### src/rtl/instr_fetch_reg.sv
// Two-byte instruction register: fetches a high then a low byte from the data bus and holds the result.
// Optional per-byte parity checking is compiled in with `define INSTR_FETCH_PARITY_EN.
module instr_fetch_reg #(
  parameter int unsigned WIDTH   = 8,
  parameter int unsigned OP_BITS = 3
) (
  input  logic                           clk,
  input  logic                           rst,
  input  logic                           fetch,
  input  logic                           flush,
  input  logic [WIDTH-1:0]               data,
  input  logic                           data_valid,
  input  logic                           data_par,
  input  logic                           ir_ready,
  output logic [OP_BITS-1:0]             opcode,
  output logic [2*WIDTH-OP_BITS-1:0]     ir_addr,
  output logic                           ir_valid,
  output logic                           busy,
  output logic                           par_err
);

  localparam int unsigned IR_W   = 2 * WIDTH;
  localparam int unsigned ADDR_W = IR_W - OP_BITS;

  typedef enum logic [1:0] {IDLE, HI, LO, FULL} state_t;

  state_t            state;
  logic [IR_W-1:0]   ir;

  // Opcode and address are straight slices of the instruction flops.
  assign opcode  = ir[IR_W-1 -: OP_BITS];
  assign ir_addr = ir[ADDR_W-1:0];

  always_ff @(posedge clk) begin
    if (rst) begin
      state    <= IDLE;
      ir       <= '0;
      ir_valid <= 1'b0;
      busy     <= 1'b0;
    end else if (flush) begin
      // Abort keeps ir contents; only the control state is dropped.
      state    <= IDLE;
      ir_valid <= 1'b0;
      busy     <= 1'b0;
    end else begin
      case (state)
        IDLE: begin
          if (fetch) begin
            state <= HI;
            busy  <= 1'b1;
          end
        end
        HI: begin
          if (data_valid) begin
            ir[IR_W-1:WIDTH] <= data;
            state            <= LO;
          end
        end
        LO: begin
          if (data_valid) begin
            ir[WIDTH-1:0] <= data;
            state         <= FULL;
            busy          <= 1'b0;
            ir_valid      <= 1'b1;
          end
        end
        FULL: begin
          if (ir_ready) begin
            ir_valid <= 1'b0;
            if (fetch) begin
              state <= HI;
              busy  <= 1'b1;
            end else begin
              state <= IDLE;
            end
          end
        end
        default: begin
          state    <= IDLE;
          ir_valid <= 1'b0;
          busy     <= 1'b0;
        end
      endcase
    end
  end

`ifdef INSTR_FETCH_PARITY_EN
  logic byte_err;
  logic start_fetch;

  assign byte_err    = (^data) ^ data_par;
  assign start_fetch = fetch && ((state == IDLE) || ((state == FULL) && ir_ready));

  // Sticky per-instruction error, cleared when the next fetch is accepted.
  always_ff @(posedge clk) begin
    if (rst || flush) begin
      par_err <= 1'b0;
    end else if (start_fetch) begin
      par_err <= 1'b0;
    end else if (((state == HI) || (state == LO)) && data_valid && byte_err) begin
      par_err <= 1'b1;
    end
  end
`else
  logic unused_data_par;
  assign unused_data_par = data_par;
  assign par_err         = 1'b0;
`endif

endmodule

### config.mk
export PLATFORM = sky130hd
export DESIGN_NAME = instr_fetch_reg
export DESIGN_NICKNAME = d
export VERILOG_FILES = /design/src/rtl/instr_fetch_reg.sv
export SDC_FILE = /design/constraint.sdc
export NUM_CORES = 1
export LEC_CHECK = 0
export BUFFER_PORTS_ARGS = -buffer_cell sky130_fd_sc_hd__buf_4
export CAP_MARGIN = 20
export CORE_MARGIN = 5
export CORE_UTILIZATION = 42
export DETAILED_ROUTE_END_ITERATION = 10
export PLACE_DENSITY = 0.82
export SETUP_SLACK_MARGIN = 0.4
export SLEW_MARGIN = 20
export SYNTH_ARGS = -nofsm -noshare
export SYNTH_HDL_FRONTEND = slang
export SYNTH_SLANG_ARGS = --single-unit
### constraint.sdc
create_clock -name clk -period 1.45 [get_ports clk]
set_input_delay 0.0725 -clock clk [delete_from_list [all_inputs] [get_ports clk]]
set_output_delay 0.0725 -clock clk [all_outputs]
set_load 0.005 [all_outputs]
==> results of run 1 <==
[what timing repair did]
item | 4_1_cts | 5_1_grt
endpoints found under the setup margin | 20 | 20
resized for setup | 46 | 41
gates cloned | 2 | 0
endpoints found under the hold margin | 4 | 1
buffers inserted | 8 | 2
pin swaps | 19 | 16
hold buffers | 1 | 1
[layout make-up]
type | instances | share of cell area
Tap cell | 27 | 0.0191
Timing Repair Buffer | 51 | 0.266
Sequential cell | 20 | 0.231
Multi-Input combinational cell | 73 | 0.444
Inverter | 4 | 0.0127
Clock buffer | 4 | 0.0269
[routing by layer]
layer,GRT usage,vias up
li1,-,462
met1,0.268,529
met2,0.343,60
met3,0.0350,22
met4,0.104,0
met5,0,-
[sequential cells by signal, indices dropped and copies added (netlist names)]
| register | flops |
|---|---|
| busy | 1 |
| state | 2 |
| ir | 16 |
| ir_valid | 1 |
[worst max-delay path by stage]
stage / slack, ps / cells after the start / to / startpoint
final: -70 / 7 / ir_valid / state[0]
after global routing: -140 / 8 / state[1] / state[0]
after CTS: -80 / 6 / state[0] / state[0]
after detailed placement: -70 / 5 / state[0] / state[1]
after global placement: 10 / 6 / state[0] / state[0]
after floorplan: -30 / 7 / state[0] / state[1]
[worst max-delay path: cells and delay by family (launching register included)]
family                     cells  cell delay, ps
buffers and inverters          3             300
AOI/OAI and AO/OA              1             210
muxes                          1             250
adders and majority gates      1             170
and+or+nand+nor                1              70
DFF                            1             410
[power by group]
| group | switching (mW) | internal, mW | leakage (nW) |
|---|---|---|---|
| sequential | 0.0134 | 0.557 | 0.163 |
| combinational | 0.132 | 0.140 | 0.464 |
| clock | 0.198 | 0.211 | 0.0261 |
[stage by stage]
step           utilization  hold WS, ps
5_1_grt              0.901         2.37
3_3_place_gp         0.603          285
4_1_cts              0.795         7.83
3_5_place_dp         0.603          293
6_report             0.901         5.84
2_1_floorplan            -          142
[synthesized netlist by cell type]
cell       instances
a2111oi_0          1
a21oi_1           19
and3_1             1
buf_1              1
buf_2              2
buf_4              1
buf_6              1
clkbuf_1           2
conb_1             1
dfxtp_1           20
ha_1               5
inv_1              3
inv_2              1
mux2i_1            2
nand2_1           18
nand2b_1           2
nand2b_2           1
nand3_1           16
nor2b_1            1
nor3_1             2
o2111ai_1          1
o211ai_1           1
o41ai_1            1
or4_1              1
[cells by family (layout without fill, tap and decap cells)]
group,count (synthesis),count (layout)
and+or+nand+nor,42,42
AOI/OAI and AO/OA,23,23
DFF,20,20
buffers and inverters,11,59
adders and majority gates,5,5
muxes,2,2
other,1,1
==> results.yml, run 1 <==
status:
  outcome: "finished, violations left"
  violations: "negative setup slack"
drt:
  wl_per_cell_um: 21.5
  drc: 0
  firstDrtPassIters: 4
  highest_layer: "met4"
  wl_um: 3850
  wl_met1_um: 1540
  num_vias: 1073
  wl_met2_um: 1930
  drt_iter0_markers: 50
  ant_nets: 0
  dr_wl_met3_um: 221
  vias_per_cell: 5.99
critical_path:
  r2r-end: "ir_valid"
  critPathLaunchType: "flip-flop"
  crit_slowest_cell: "dfxtp_4"
  reg2reg_slack_ps: -70
  r2r_cells: 7
  crit_fanout: 4
  critPathCaptureType: "flip-flop"
  r2r-start: "state[0]"
  criticalPathCategory: "reg -> reg"
  cp.required_ps: 1650
  crit_arrival_ps: 1720
  cp_slowest_stage_delay_ps: 410
  crit_chain: "inv_4 -> ha_4 -> buf_6 -> buf_8 -> o211ai_1 -> mux2i_1 -> nor3_1"
run:
  max-cap-violations: 0
final_layout:
  syn2layout_area_growth_pct: 103
  final_cell_mix: "40 x buf_4, 18 x dfxtp_1, 17 x a21oi_2"
  regArea_sq_um: 408
  final_common_cell: "buf_4"
  fin_area_sq_mm: 0.00177
  layout-drive-gt1-share: 0.743
  multi_input_area_sq_um: 786
  stdcell_count: 179
  nFillCells: 80
  n_antenna_cell: 0
  final_nets: 173
logic_synthesis:
  synth.avg_cell_area_sq_um: 8.36
  ys_ff_latch: 20
  yosys_warnings: 0
  synthXorXnorAreaFrac: 0
  yosys.area.top_type: "dfxtp_1"
  synth_top_family_by_area: "simple AND/OR/NAND/NOR gates"
  synth.distinct_cells: 24
  synth.top_cells.by_area: "dfxtp_1 46%, a21oi_1 11%, nand3_1 9.2%, nand2_1 7.8%, ha_1 7.2%"
  synthSimpleGateAreaFrac: 0.229
  synthAdderAreaFrac: 0.0719
  syn_nets: 124
  synthMuxAreaShare: 0.0230
  syn_area_sq_um: 870
  netlist_instances: 104
  synth_top_area_frac: 0.460
  synth_compound_area_frac: 0.148
  yosysSeqAreaShare: 0.460
clocking:
  cts.sinks: 20
  cts_root_buf: "clkbuf_4"
  cts_buffers: 3
  cts_tree: "yes"
  clk_latency_ps: 320
  clk_pin_slew_ps: 130
  h-tree-depth: 1
  ctsLongestPathBuffers: 2
power_and_ir_drop:
  power_density_mw_per_mm2: 708
  leakage_nw: 0.654
  peakVddDrop_mv: 0.605
  total_power_mw: 1.25
sta:
  min_period_over_period: 1.05
  min_period_ps: 1520
  fmax_mhz: 657
  drv_slew: 0
  rsz0062_at_grt: "true"
  setup_viol: 4
  clock_skew_ps: 8.89
  finalSetupTns_ps: -236
  hold_viol: 0
  finalWorstSetupSlack_ps: -71.6
die:
  die_area_sq_mm: 0.00308
  die_y_um: 55.5
  design.core.area_sq_mm: 0.00196
  rows: 16
  io_pins: 34
  die_w_um: 55.5
  initial_core_util: 0.443
worst_hold_path:
  hold_depth: 3
  hold_path_end: "ir[10]"
  worstHoldStart: "data[2]"
  hp-class: "in -> reg"
global_routing:
  grt_max_degree: 22
  grtUsageTotal: 0.211
  grt_pass1_wl_um: 5140
  grt_pass1_vias: 977
  overflow: 0
  grt_antenna_before_repair: 0
placement:
  place_ws_ps: -74.6
  port_buffers: 31
  gp_congestion: 0.758
  place_inst: 161
  place_area_sq_mm: 0.00118
  dp_hpwl_um: 1650
Power figures use the tool's default switching activity.
==> inputs of run 2 (changes only) <==
CELL_PAD_IN_SITES_DETAIL_PLACEMENT = 1   (was unset)
CELL_PAD_IN_SITES_GLOBAL_PLACEMENT = 1   (was unset)
CORE_UTILIZATION = 33   (was 42)
PLACE_DENSITY = 0.85   (was 0.82)
clock period = 1.5 ns   (was 1.45 ns; I/O delays follow)
==> run 2 against run 1 <==
The run still ends with negative setup slack left. Combinational power shrank 6%. Non-clock buffer count shrank 3. Sequential share of layout area grew 0.79 points. Die area grew 22%. Flip-flop and latch count is the same. Worst hold slack gained 32 ps. Cell count is the same. Critical path depth shrank 1. Count of clock-buffer cells in the layout is the same. Critical endpoint is now state[0].
==> results.yml, run 2 (same netlist as run 1, synthesis figures left out) <==
clocking:
  cts.sinks: 20
  clk_pin_slew_ps: 120
  cts_tree: "yes"
  clk_latency_ps: 300
  ctsLongestPathBuffers: 2
  cts_root_buf: "clkbuf_4"
  cts_buffers: 3
  h-tree-depth: 1
final_layout:
  top_register: "ir"
  final_common_cell: "buf_4"
  final_core_util: 0.684
  syn2layout_area_growth_pct: 96.5
  top_regs: "ir x16, state x2"
  largest_reg_flops: 16
  fin_area_sq_mm: 0.00171
  final_cell_mix: "37 x buf_4, 18 x dfxtp_1, 14 x a21oi_2"
  stdcell_count: 179
  n_antenna_cell: 0
  final_nets: 170
  nFillCells: 264
  layout-drive-gt1-share: 0.718
power_and_ir_drop:
  power.share.sequential: 0.491
  leakage_nw: 0.641
  clock_power_share: 0.280
  power_density_mw_per_mm2: 657
  power.switching_mw: 0.307
  total_power_mw: 1.12
  pwr-share-comb: 0.229
  switching_share: 0.274
  internal_power_mw: 0.815
  peakVddDrop_mv: 0.738
drt:
  ant_nets: 0
  drt_iter0_markers: 44
  wl_um: 4140
  drc: 0
  num_vias: 975
  firstDrtPassIters: 4
  wl_per_cell_um: 23.1
  vias_per_cell: 5.45
sta:
  fmax_mhz: 625
  min_period_over_period: 1.07
  rsz0062_at_grt: "true"
  hold_viol: 0
  min_period_ps: 1600
  clock_skew_ps: 9.59
  setup_viol: 11
  hold_ws_ps: 38.1
  finalSetupTns_ps: -531
  finalWorstSetupSlack_ps: -99.5
  drv_slew: 0
critical_path:
  reg2reg_slack_ps: -100
  path_buf_inv: 2
  crit_chain: "buf_6 -> ha_4 -> inv_4 -> o2111ai_4 -> or4_4 -> o41ai_4"
  crit_slowest_cell: "or4_4"
  cp_slowest_stage_delay_ps: 560
  critPathLaunchType: "flip-flop"
  cp.depth: 6
  path_delay_family: "simple AND/OR/NAND/NOR gates"
  cp-startpoint: "state[0]"
  critPathCaptureType: "flip-flop"
  r2r-end: "state[0]"
  crit_fanout: 4
  r2r_cells: 6
  criticalPathCategory: "reg -> reg"
  r2r-start: "state[0]"
  crit_arrival_ps: 1810
  cp.required_ps: 1710
  worstSetupEndpoint: "state[0]"
run:
  max-cap-violations: 0
global_routing:
  grtUsageTotal: 0.220
  grt_pass1_vias: 1084
  overflow: 0
  grt_antenna_before_repair: 0
  grt_max_degree: 22
  grt_pass1_wl_um: 5910
placement:
  port_buffers: 31
  place_inst: 163
  gp_congestion: 0.748
  dp_hpwl_um: 1980
  place_ws_ps: -18.9
  place_area_sq_mm: 0.00118
status:
  outcome: "finished, violations left"
  violations: "negative setup slack"
die:
  rows: 18
  design.core.area_sq_mm: 0.00250
  die_w_um: 61.3
  die_y_um: 61.3
  io_pins: 34
  initial_core_util: 0.348
  die_area_sq_mm: 0.00376
worst_hold_path:
  hp-class: "in -> reg"
## run 2: tightest hold or removal path: stages
cell	delay, ps
buf_4	120
nand3_4	70
a21oi_2	40
## run 2: repair_timing
action	in CTS	in global routing
setup buffers	8	1
cloned	2	0
hold buffers	1	0
pin swaps	37	9
endpoints found under the hold margin	4	0
resized for setup	65	19
setup endpoints to repair	20	20
## run 2: area by class of cell
cell class,instances,area [sq um],share of cell area
clock buffers,4,36.3,0.0212
inverters,4,22.5,0.0132
multi-input cells,73,761,0.445
flip-flops and latches,20,408,0.239
well taps,30,37.5,0.0220
repair buffers,48,444,0.260
## run 2: layer usage
layer | GRT usage | vias up | routed length [um]
li1 | - | 454 | -
met1 | 0.263 | 483 | 1680
met2 | 0.394 | 30 | 2200
met3 | 0.0566 | 8 | 179
met4 | 0.0515 | 0 | 72
met5 | 0 | - | 0
## run 2: worst min-delay path by stage
stage	from	endpoint	slack (ps)	cells past startpoint
after floorplan	flush	state[1]	140	1
after global routing	data[5]	ir[5]	30	3
after CTS	data[7]	ir[7]	30	3
final	data[5]	ir[5]	40	3
after global placement	flush	state[1]	290	2
after detailed placement	flush	state[1]	310	2
## run 2: power groups by stage
| stage | Sequential [mW] | Clock [mW] | Combinational [mW] |
|---|---|---|---|
| final | 0.551 | 0.314 | 0.257 |
| after global routing | 0.552 | 0.348 | 0.271 |
| after CTS | 0.549 | 0.325 | 0.205 |
| after detailed placement | 0.559 | 0 | 0.133 |
| after global placement | 0.558 | 0 | 0.126 |
| after floorplan | 0.559 | 0 | 0.0694 |
==> inputs of run 3 (changes only) <==
CORE_UTILIZATION = 29   (was 33)
PLACE_DENSITY = unset   (was 0.85)
PLACE_DENSITY_LB_ADDON = 0.1   (was unset)
==> run 3 against run 2 <==
The run still ends with negative setup slack left. Die area up 11%. Cell area down 3.3%. Sequential share of layout area grew 0.81 points. Critical path type unchanged. Largest cell class unchanged.
==> results.yml, run 3 (same netlist as run 1, synthesis figures left out) <==
status:
  outcome: "finished, violations left"
  violations: "negative setup slack"
sta:
  min_period_ps: 1560
  min_period_over_period: 1.04
  worst_pin_slew_ps: 540
  finalWorstSetupSlack_ps: -60.1
  clock_skew_ps: 3.25
  drv_slew: 0
  max-slew-margin-rel: 0.639
  fmax_mhz: 641
  finalSetupTns_ps: -90.9
  hold_viol: 0
  setup_viol: 2
  rsz0062_at_grt: "true"
power_and_ir_drop:
  internal_power_mw: 0.810
  power.share.sequential: 0.498
  leakage_nw: 0.636
  pwr-share-comb: 0.208
  switching_share: 0.267
  clock_power_share: 0.294
  power.switching_mw: 0.295
  peakVddDrop_mv: 0.339
  total_power_mw: 1.10
  power_density_mw_per_mm2: 668
critical_path:
  path_delay_family: "simple AND/OR/NAND/NOR gates"
  crit_slowest_cell: "or4_4"
  crit_fanout: 4
  crit_arrival_ps: 1770
  cp_slowest_stage_delay_ps: 560
  cp.required_ps: 1710
  critPathLaunchType: "flip-flop"
  critPathCaptureType: "flip-flop"
  criticalPathCategory: "reg -> reg"
  path_buf_inv: 2
  crit_chain: "buf_6 -> ha_4 -> inv_4 -> o2111ai_4 -> or4_4 -> o41ai_2"
  reg2reg_slack_ps: -60
die:
  die_w_um: 64.8
  initial_core_util: 0.310
  rows: 19
  die_y_um: 64.8
  io_pins: 34
  design.core.area_sq_mm: 0.00281
  die_area_sq_mm: 0.00419
run:
  max-cap-violations: 0
global_routing:
  grt_max_degree: 22
  grt_pass1_vias: 985
  grtUsageTotal: 0.148
  grt_pass1_wl_um: 4810
  grt_antenna_before_repair: 0
  overflow: 0
drt:
  num_vias: 942
  wl_per_cell_um: 16.7
  drt_iter0_markers: 24
  drc: 0
  firstDrtPassIters: 4
  ant_nets: 0
  vias_per_cell: 5.09
  wl_um: 3090
final_layout:
  fin_area_sq_mm: 0.00165
  final_common_cell: "buf_4"
  top_register: "ir"
  stdcell_count: 185
  final_nets: 175
  largest_reg_flops: 16
  final_cell_mix: "41 x buf_4, 18 x dfxtp_1, 16 x nand3_1"
  layout-drive-gt1-share: 0.669
  syn2layout_area_growth_pct: 90.1
  top_regs: "ir x16, state x2"
  n_antenna_cell: 0
clocking:
  h-tree-depth: 1
  cts_tree: "yes"
  cts.sinks: 20
  cts_root_buf: "clkbuf_4"
  ctsLongestPathBuffers: 2
  clk_pin_slew_ps: 120
  cts_buffers: 3
  clk_latency_ps: 300
placement:
  place_ws_ps: -24.0
  port_buffers: 31
  place_inst: 165
  gp_congestion: 0.782
  dp_hpwl_um: 1930
  place_area_sq_mm: 0.00119
worst_hold_path:
  hp-class: "in -> reg"
[run 3: cell count changes in the layout (fill, tap and decap cells not counted), moves of 4 or more]
cell	before	now
nand2_2	4	10
nand3_2	5	0
nand2_4	12	6
nand3_1	9	16
buf_4	37	41
[run 3: cell type report]
cell class | instances | area [sq um]
inverter | 4 | 25.0
sequential | 20 | 408
timing repair buffer | 53 | 464
multi-input combinational | 73 | 681
clock buffer | 4 | 36.3
tap | 31 | 38.8
fill | 307 | 1150
[run 3: stage by stage]
step	hold WS [ps]	utilization
after floorplan	144	-
after global placement	296	0.424
after detailed placement	301	0.424
after CTS	21.9	0.506
after global routing	19.3	0.589
final	43.0	0.589
[run 3: power by group through the flow]
stage | clock, mW | sequential [mW] | combinational [mW]
finish | 0.325 | 0.550 | 0.230
global route | 0.369 | 0.552 | 0.247
CTS | 0.334 | 0.548 | 0.177
detailed placement | 0 | 0.559 | 0.137
global placement | 0 | 0.558 | 0.134
floorplan | 0 | 0.559 | 0.0694
[run 3: path summary, 6_finish.rpt]
check             startpoint       end  cells past startpoint
setup / recovery    state[0]  state[0]                      6
hold / removal       data[7]    ir[15]                      3
setup reg to reg    state[0]  state[0]                      6
hold reg to reg       ir[15]    ir[15]                      2
[run 3: tightest hold or removal path, delay by kind of cell]
kind,cells,cell delay [ps]
buffers and inverters,1,110
and+or+nand+nor,1,60
AOI/OAI and AO/OA,1,60
[run 3: layer usage]
layer	vias up	routed length (um)	GRT usage
li1	461	-	-
met1	456	1190	0.155
met2	23	1710	0.281
met3	2	173	0.0449
met4	0	13	0.0475
met5	-	0	0
[run 3: what timing repair did]
item                                   4_1_cts  5_1_grt
cloned                                       0        1
pin swaps                                    6       26
setup endpoints to repair                   20       20
setup buffers                                7        5
hold buffers                                 3        0
resized for setup                           22       46
endpoints found under the hold margin        1        0
